===== config.mk =====
export PLATFORM = sky130hd
export DESIGN_NAME = mem_port_arb
export DESIGN_NICKNAME = d
export VERILOG_FILES = /design/src/rtl/mem_port_arb.sv
export SDC_FILE = /design/constraint.sdc
export NUM_CORES = 1
export LEC_CHECK = 0
export BUFFER_PORTS_ARGS = -buffer_cell sky130_fd_sc_hd__buf_2
export CORE_AREA = 2 2 258 260
export DETAILED_ROUTE_END_ITERATION = 12
export DIE_AREA = 0 0 260 262
export PLACE_DENSITY = 0.3
export SLEW_MARGIN = 20
export SYNTH_ARGS = -nofsm -noshare
export SYNTH_HDL_FRONTEND = slang
export SYNTH_SLANG_ARGS = --single-unit

===== constraint.sdc =====
create_clock -name clk -period 1.5 [get_ports clk]
set_clock_uncertainty 0.05 [all_clocks]
set_input_delay 0.075 -clock clk [delete_from_list [all_inputs] [get_ports clk]]
set_output_delay 0.075 -clock clk [all_outputs]
set_load 0.02 [all_outputs]

===== src/rtl/mem_port_arb.sv =====
// mem_port_arb: round-robin / fixed-priority arbiter sharing one 4-word burst memory port among NREQ masters
//   clk, reset_l                         clock, synchronous active-low reset
//   cl_req/cl_gnt/cl_write               per-master request, one-cycle grant pulse, burst direction
//   cl_addr/cl_wr_data/cl_wr_par         per-master fields, master i at [i*W +: W]
//   cl_rd_data/cl_rd_par                 read word broadcast to every master, zero latency
//   mem_req/mem_gnt/mem_write/mem_addr   memory-side request handshake and owner's burst fields
//   mem_wr_data/mem_wr_par               owner's write word
//   mem_rd_data/mem_rd_par               read word from memory
module mem_port_arb #(
  parameter int NREQ      = 4,
  parameter int ADDRWIDTH = 29,
  parameter int DATAWIDTH = 64,
  parameter int PARWIDTH  = 8,
  parameter int BURSTLEN  = 4,
  parameter int FIXED_PRI = 0
) (
  input  logic                      clk,
  input  logic                      reset_l,
  input  logic [NREQ-1:0]           cl_req,
  output logic [NREQ-1:0]           cl_gnt,
  input  logic [NREQ-1:0]           cl_write,
  input  logic [NREQ*ADDRWIDTH-1:0] cl_addr,
  input  logic [NREQ*DATAWIDTH-1:0] cl_wr_data,
  input  logic [NREQ*PARWIDTH-1:0]  cl_wr_par,
  output logic [DATAWIDTH-1:0]      cl_rd_data,
  output logic [PARWIDTH-1:0]       cl_rd_par,
  output logic                      mem_req,
  input  logic                      mem_gnt,
  output logic                      mem_write,
  output logic [ADDRWIDTH-1:0]      mem_addr,
  output logic [DATAWIDTH-1:0]      mem_wr_data,
  output logic [PARWIDTH-1:0]       mem_wr_par,
  input  logic [DATAWIDTH-1:0]      mem_rd_data,
  input  logic [PARWIDTH-1:0]       mem_rd_par
);
  localparam int OW = $clog2(NREQ);
  localparam int BW = $clog2(BURSTLEN);
  typedef enum logic [1:0] {IDLE, REQ, BURST} state_t;
  state_t          r_state, w_state_nxt;
  logic [OW-1:0]   r_owner, w_owner_nxt, r_last, w_last_nxt, w_win;
  logic [BW-1:0]   r_beat, w_beat_nxt;
  // Search runs from the far end back toward the preferred slot so the
  // last match written is the winner: lowest index for fixed priority,
  // first slot after r_last for round robin.
  always_comb begin
    w_win = '0;
    for (int k = NREQ; k >= 1; k--) begin
      if (FIXED_PRI != 0) begin
        if (cl_req[k-1]) w_win = OW'(k-1);
      end else if (cl_req[(int'(r_last) + k) % NREQ]) begin
        w_win = OW'((int'(r_last) + k) % NREQ);
      end
    end
  end
  always_comb begin
    w_state_nxt = r_state;
    w_owner_nxt = r_owner;
    w_last_nxt  = r_last;
    w_beat_nxt  = r_beat;
    case (r_state)
      IDLE: if (|cl_req) begin
        w_state_nxt = REQ;
        w_owner_nxt = w_win;
      end
      REQ: if (mem_gnt) begin
        w_state_nxt = BURST;
        w_last_nxt  = r_owner;
        w_beat_nxt  = '0;
      end
      BURST: begin
        w_beat_nxt  = r_beat + BW'(1);
        w_state_nxt = (r_beat == BW'(BURSTLEN-1)) ? IDLE : BURST;
      end
      default: w_state_nxt = IDLE;
    endcase
  end
  always_ff @(posedge clk) begin
    if (!reset_l) begin
      r_state <= IDLE;
      r_owner <= '0;
      r_last  <= OW'(NREQ-1);
      r_beat  <= '0;
    end else begin
      r_state <= w_state_nxt;
      r_owner <= w_owner_nxt;
      r_last  <= w_last_nxt;
      r_beat  <= w_beat_nxt;
    end
  end
  assign mem_req     = (r_state == REQ);
  assign cl_gnt      = (r_state == REQ && mem_gnt) ? (NREQ'(1) << r_owner) : '0;
  assign mem_write   = cl_write[r_owner];
  assign mem_addr    = cl_addr[int'(r_owner)*ADDRWIDTH +: ADDRWIDTH];
  assign mem_wr_data = cl_wr_data[int'(r_owner)*DATAWIDTH +: DATAWIDTH];
  assign mem_wr_par  = cl_wr_par[int'(r_owner)*PARWIDTH +: PARWIDTH];
  assign cl_rd_data  = mem_rd_data;
  assign cl_rd_par   = mem_rd_par;
endmodule

==> impl_metrics.tcl, run 1 <==
set metrics [dict create \
    grt_pass1_wl_um 38100 \
    die_area_um2 68100 \
    synth-xor-area-share_pct 0.256 \
    dp_hpwl_um 27000 \
    multiInputGateArea_um2 2590 \
    ir_worst_vdd_v 0.000401 \
    hold_class "in -> reg" \
    finalPower_mw 4.94 \
    synthCells 250 \
    synth_fa_ha_area_share_pct 0.365 \
    yosysWarningCount 0 \
    crit_type "reg -> out" \
    grt_overflow_total 0 \
    fp.dieW_um 260 \
    io_buffers 521 \
    clock_path_buffers 2 \
    drtPass1Iterations 6 \
    fmax_mhz 535 \
    synth_most_common_cell "mux4_2" \
    grt_max_degree 38 \
    core-area_um2 65300 \
    clock_sinks 8 \
    drive_above_1_share_pct 93.9 \
    synth_edf_count 0 \
    critPathLaunchType "register" \
    fin_nets 1207 \
    synth_top_cell_by_area "mux4_2" \
    post-route-period-util_pct 125 \
    tritoncts "yes" \
    finalHoldViolations 0 \
    slew_violations 0 \
    synthArstFlopShare_pct 0 \
    htree_num_levels 1 \
    clock_latency_ps 230 \
    fillerInstances 7587 \
    syn-cell-area_um2 3420 \
    synth_commonest_cells "mux4_2 (102), buf_4 (73), buf_2 (11), dfxtp_1 (8), nand2_1 (8)" \
    fin_ws_ps -370 \
    ioPinCount 666 \
    cts_buffers 3 \
    rsz0062_at_grt "true" \
    end_kind "output pin" \
    gp_congestion 0.822 \
    p_per_area_nw_per_um2 652 \
    vias 4595 \
    tightest_slew_ps 293 \
    hold_path_end "r_last[1]" \
    seq_area_frac_synth_pct 4.68 \
    rrSetupSlack_ps 90 \
    crit_fanout 8 \
    grt_usage_pct 8.05 \
    cp_top_family "multiplexers" \
    routedWlPerCell_um 19.4 \
    die_h_um 262 \
    synth_area_leaders "mux4_2 (67%), buf_4 (16%), dfxtp_1 (4.7%)" \
    syn-num-nets 738 \
    clock-root-buffer "clkbuf_16" \
    clk_pin_slew_ps 40 \
    cp_data_arrival_time_ps 1750 \
    row_count 94 \
    drt_iter0_markers 233 \
    synth_top_family_by_area "multiplexers" \
    synth-compound-area-share_pct 2.49 \
    area_growth_pct 121 \
    slowest_stage "mux4_2" \
    status "complete, but fails checks" \
    start_util_pct 5.24 \
    synthSimpleGateAreaFrac_pct 4.50 \
    path_buf_inv 3 \
    synth_cell_types 30 \
    r2r_start "r_owner[0]" \
    path_cells "buf_12 -> buf_12 -> mux4_2 -> buf_6" \
    synth_seq_cells 8 \
    slew_headroom_pct 80.4 \
    crit_top_cell "buf_12" \
    drc 0 \
    grt_pass1_vias 4904 \
    hold_path_depth 2 \
    r2r_end "r_owner[0]" \
    p_leak_nw 3.28 \
    ff_latch_area_um2 168 \
    hp-start "reset_l" \
    muxShareOfSynthArea_pct 67.7 \
    antenna_found_initial 7 \
    drtAntennaViolNets 0 \
    setup_viol 102 \
    whs_ps 43.9 \
    reg2regPathDepth 5 \
    critPathMaxStageDelay_ps 650 \
    failed_checks "setup timing" \
    crit_required_ps 1370 \
    drt_wl_total_um 30800 \
    ys.flop_type "dfxtp_1" \
    cap_violations 0 \
    synth_top_area_share_pct 67.1 \
    vias_per_cell 2.90 \
    syn_avg_cell_area_um2 13.7 \
    min_period_ps 1870 \
]
[worst max path at each step]
stage,from,end,slack (ps),cells after the start
floorplan,r_owner[0],mem_addr[24],20,4
global placement,r_owner[0],mem_wr_data[3],-360,3
detailed placement,r_owner[0],mem_wr_data[3],-380,3
CTS,r_owner[0],mem_wr_data[3],-400,4
global route,r_owner[0],mem_wr_data[3],-420,4
finish,r_owner[0],mem_wr_data[3],-370,4
[logic make-up after synthesis]
| kind of cell | Yosys count |
|---|---|
| AOI/OAI and AO/OA | 10 |
| xor gates and xnor gates | 1 |
| DFF | 8 |
| muxes | 104 |
| adders and majority gates | 1 |
| buffers and inverters | 98 |
| and+or+nand+nor | 28 |
[state kept, by name (all words and copies together) (netlist names)]
| signal | flops |
|---|---|
| r_state | 2 |
| r_beat | 2 |
| r_owner | 2 |
| r_last | 2 |
[report_power, final]
group	switching (mW)	leakage (nW)	internal [mW]
Clock	0.116	0.0370	0.345
Sequential	0.0306	0.0670	0.234
Combinational	2.00	3.18	2.21
[metrics by stage]
stage	setup slack [ps]	instances	area [um2]	util, %	setup TNS (ps)
final	-370	1583	7580	11.6	-29150
after global placement	-358	1558	6640	10.2	-18040
after floorplan	18.8	250	3430	-	0
after CTS	-402	1581	7560	11.6	-34460
after global routing	-425	1583	7580	11.6	-35550
after detailed placement	-382	1558	6640	10.2	-19900
[repair_timing]
item,4_1_cts,5_1_grt
hold buffers,0,0
setup endpoints to repair,103,107
pin swaps,1,0
setup buffers,15,0
gates cloned,5,1
gates resized for setup,172,4
[routing by layer]
metal  global-route usage (%)  part of all wire [%]
met1                     9.90                    39
met4                     1.52                   1.6
met5                        0                 0.042
met3                     2.28                   9.9
met2                     14.0                    49
[worst register-to-register path, delay by kind of cell (launching register included)]
family	cells	cell delay, ps
flops	1	370
compound gates	2	380
buf+inv	3	550
[final cells by class]
cell class / instances / share of cell area [%]
timing repair buffer: 560 / 48.2
clock buffer: 3 / 0.991
antenna: 2 / 0.0661
inverter: 2 / 0.0991
sequential: 8 / 2.21
multi-input combinational: 144 / 34.2
tap: 864 / 14.3
[layout by cell type (no fill, tap or decap), types with 2 or more instances in the layout]
master | netlist | final
a21oi_1 | 3 | 3
inv_1 | 2 | 2
dfxtp_1 | 8 | 6
nand2_1 | 8 | 8
buf_12 | 0 | 10
mux2i_1 | 2 | 2
nor2b_1 | 4 | 4
mux4_2 | 102 | 102
clkbuf_16 | 0 | 4
nand3_1 | 2 | 2
diode_2 | 0 | 2
buf_2 | 11 | 444
dfxtp_4 | 0 | 2
buf_6 | 4 | 73
nor2_1 | 4 | 4
buf_16 | 0 | 6
buf_8 | 0 | 3
buf_4 | 73 | 23
nand2b_1 | 3 | 3
o32a_1 | 2 | 2
Note: power is estimated with default switching activity, not from simulation.
==> run 2, diff against run 1 <==
- MAX_ROUTING_LAYER: unset -> met4
==> run 2 against run 1 <==
Net effect: the run still ends with setup timing left; sequential cell count is the same; total power is essentially flat; worst hold slack lost 4.2 ps; sequential power is essentially flat; wire length grew 0.30%; clock power shrank 2%; combinational power is essentially flat; fmax shrank 0.12%; sequential share of layout area is essentially flat; critical path depth is the same; utilization is essentially flat; critical path type unchanged; largest cell class unchanged.
==> impl_metrics.tcl, run 2 (synthesis results as in run 1) <==
set metrics [dict create \
    status "complete, but fails checks" \
    failed_checks "setup timing" \
    p_int_mw 2.79 \
    top_layer "met4" \
    area_growth_pct 121 \
    grt_pass1_vias 4906 \
    start_util_pct 5.24 \
    whs_ps 39.7 \
    final_common_cell "buf_2" \
    reg2regPathDepth 5 \
    path_cells "buf_12 -> buf_12 -> mux4_2 -> buf_6" \
    slew_violations 0 \
    placedCellCount 1558 \
    min_period_ps 1870 \
    grt_usage_pct 8.30 \
    met3WireLength_um 2810 \
    end_kind "output pin" \
    slew_headroom_pct 80.4 \
    io_buffers 521 \
    clock-root-buffer "clkbuf_16" \
    pwr-share-clk_pct 9.2 \
    path_buf_inv 3 \
    cp_top_family "multiplexers" \
    row_count 94 \
    clock_path_buffers 2 \
    net-switching-power_mw 2.14 \
    grt_overflow_total 0 \
    tightest_slew_ps 293 \
    pre_cts_ws_ps -382 \
    drt-met1-wl_um 12400 \
    hold_path_depth 2 \
    crit_top_cell "buf_12" \
    final_core_utilization_pct 11.6 \
    cp_data_arrival_time_ps 1750 \
    crit_fanout 8 \
    slowest_stage "mux4_2" \
    r2r_start "r_owner[0]" \
    vias 4575 \
    cap_violations 0 \
    htree_num_levels 1 \
    ioPinCount 666 \
    drtPass1Iterations 6 \
    drc 0 \
    final_area_um2 7580 \
    finalHoldViolations 0 \
    fp.dieW_um 260 \
    hp-start "reset_l" \
    vias_per_cell 2.89 \
    critPathMaxStageDelay_ps 650 \
    rsz0062_at_grt "true" \
    hold_class "in -> reg" \
    rrSetupSlack_ps 90 \
    p_leak_nw 3.28 \
    seq_power_share_pct 5.4 \
    die_h_um 262 \
    crit_required_ps 1370 \
    dp_hpwl_um 27000 \
    wl_met2_um 15200 \
    fmax_mhz 534 \
    tritoncts "yes" \
    switching_share_pct 43.5 \
    grt_max_degree 38 \
    crit_type "reg -> out" \
    finalNonFillerCells 1584 \
    p_per_area_nw_per_um2 651 \
    clock_latency_ps 230 \
    drive_above_1_share_pct 93.9 \
    r2r_end "r_owner[0]" \
    fillerInstances 7588 \
    setup_viol 102 \
    drt_iter0_markers 250 \
    pwr-share-comb_pct 85.4 \
    gp_congestion 0.834 \
    ir_worst_vdd_v 0.000393 \
    hold_path_end "r_last[0]" \
    cts_buffers 3 \
    grt_pass1_wl_um 38300 \
    antenna_found_initial 7 \
    post-route-period-util_pct 125 \
    die_area_um2 68100 \
    critPathLaunchType "register" \
    routedWlPerCell_um 19.5 \
    core-area_um2 65300 \
    fin_ws_ps -373 \
    drtAntennaViolNets 0 \
    clock_sinks 8 \
    place_area_um2 6640 \
    layout_common_cells "buf_2 (444), mux4_2 (102), buf_6 (73)" \
    clk_pin_slew_ps 40 \
    drt_wl_total_um 30900 \
    fin_nets 1207 \
]
[run 2: changes by cell type in the layout (fill, tap and decap cells not counted), sizes merged]
cell,before,now
diode,2,3
[run 2: worst max path at each step]
stage / start / end / slack, ps / cells past startpoint
finish: r_owner[0] / mem_wr_data[3] / -370 / 4
detailed placement: r_owner[0] / mem_wr_data[3] / -380 / 3
global route: r_owner[0] / mem_wr_data[3] / -420 / 4
floorplan: r_owner[0] / mem_addr[24] / 20 / 4
CTS: r_owner[0] / mem_wr_data[3] / -400 / 4
global placement: r_owner[0] / mem_wr_data[3] / -360 / 3
[run 2: routing by layer]
| metal | global-route usage [%] | vias to the layer above |
|---|---|---|
| li1 | - | 1930 |
| met1 | 9.92 | 2255 |
| met2 | 14.1 | 364 |
| met3 | 2.22 | 26 |
| met4 | 1.48 | 0 |
| met5 | - | - |
[run 2: final cells by class]
cell class	instances	area, um2	share of cell area (%)
multi-input cells	144	2590	34.1
diodes	3	7.51	0.0991
inverters	2	7.51	0.0991
clock buffers	3	75.1	0.991
flip-flops and latches	8	168	2.21
repair buffers	560	3650	48.2
well taps	864	1080	14.3
[run 2: power by group through the flow]
stage / logic (mW) / registers, mW / clock network, mW
6_report: 4.22 / 0.265 / 0.454
2_1_floorplan: 2.15 / 0.247 / 0
3_3_place_gp: 3.43 / 0.294 / 0
4_1_cts: 4.32 / 0.266 / 0.476
5_1_grt: 4.47 / 0.270 / 0.493
3_5_place_dp: 3.43 / 0.296 / 0
[run 2: stage by stage]
stage	power, mW	setup TNS, ps
3_3_place_gp	3.72	-18040
3_5_place_dp	3.73	-19900
6_report	4.93	-29060
2_1_floorplan	2.40	0
4_1_cts	5.06	-34460
5_1_grt	5.23	-35540
[run 2: what timing repair did]
item,4_1_cts,5_1_grt
endpoints found under the setup margin,103,107
pin swaps,1,0
resized for setup,172,4
hold endpoints to repair,0,0
setup buffers,15,0
gates cloned,5,1
hold buffers,0,0
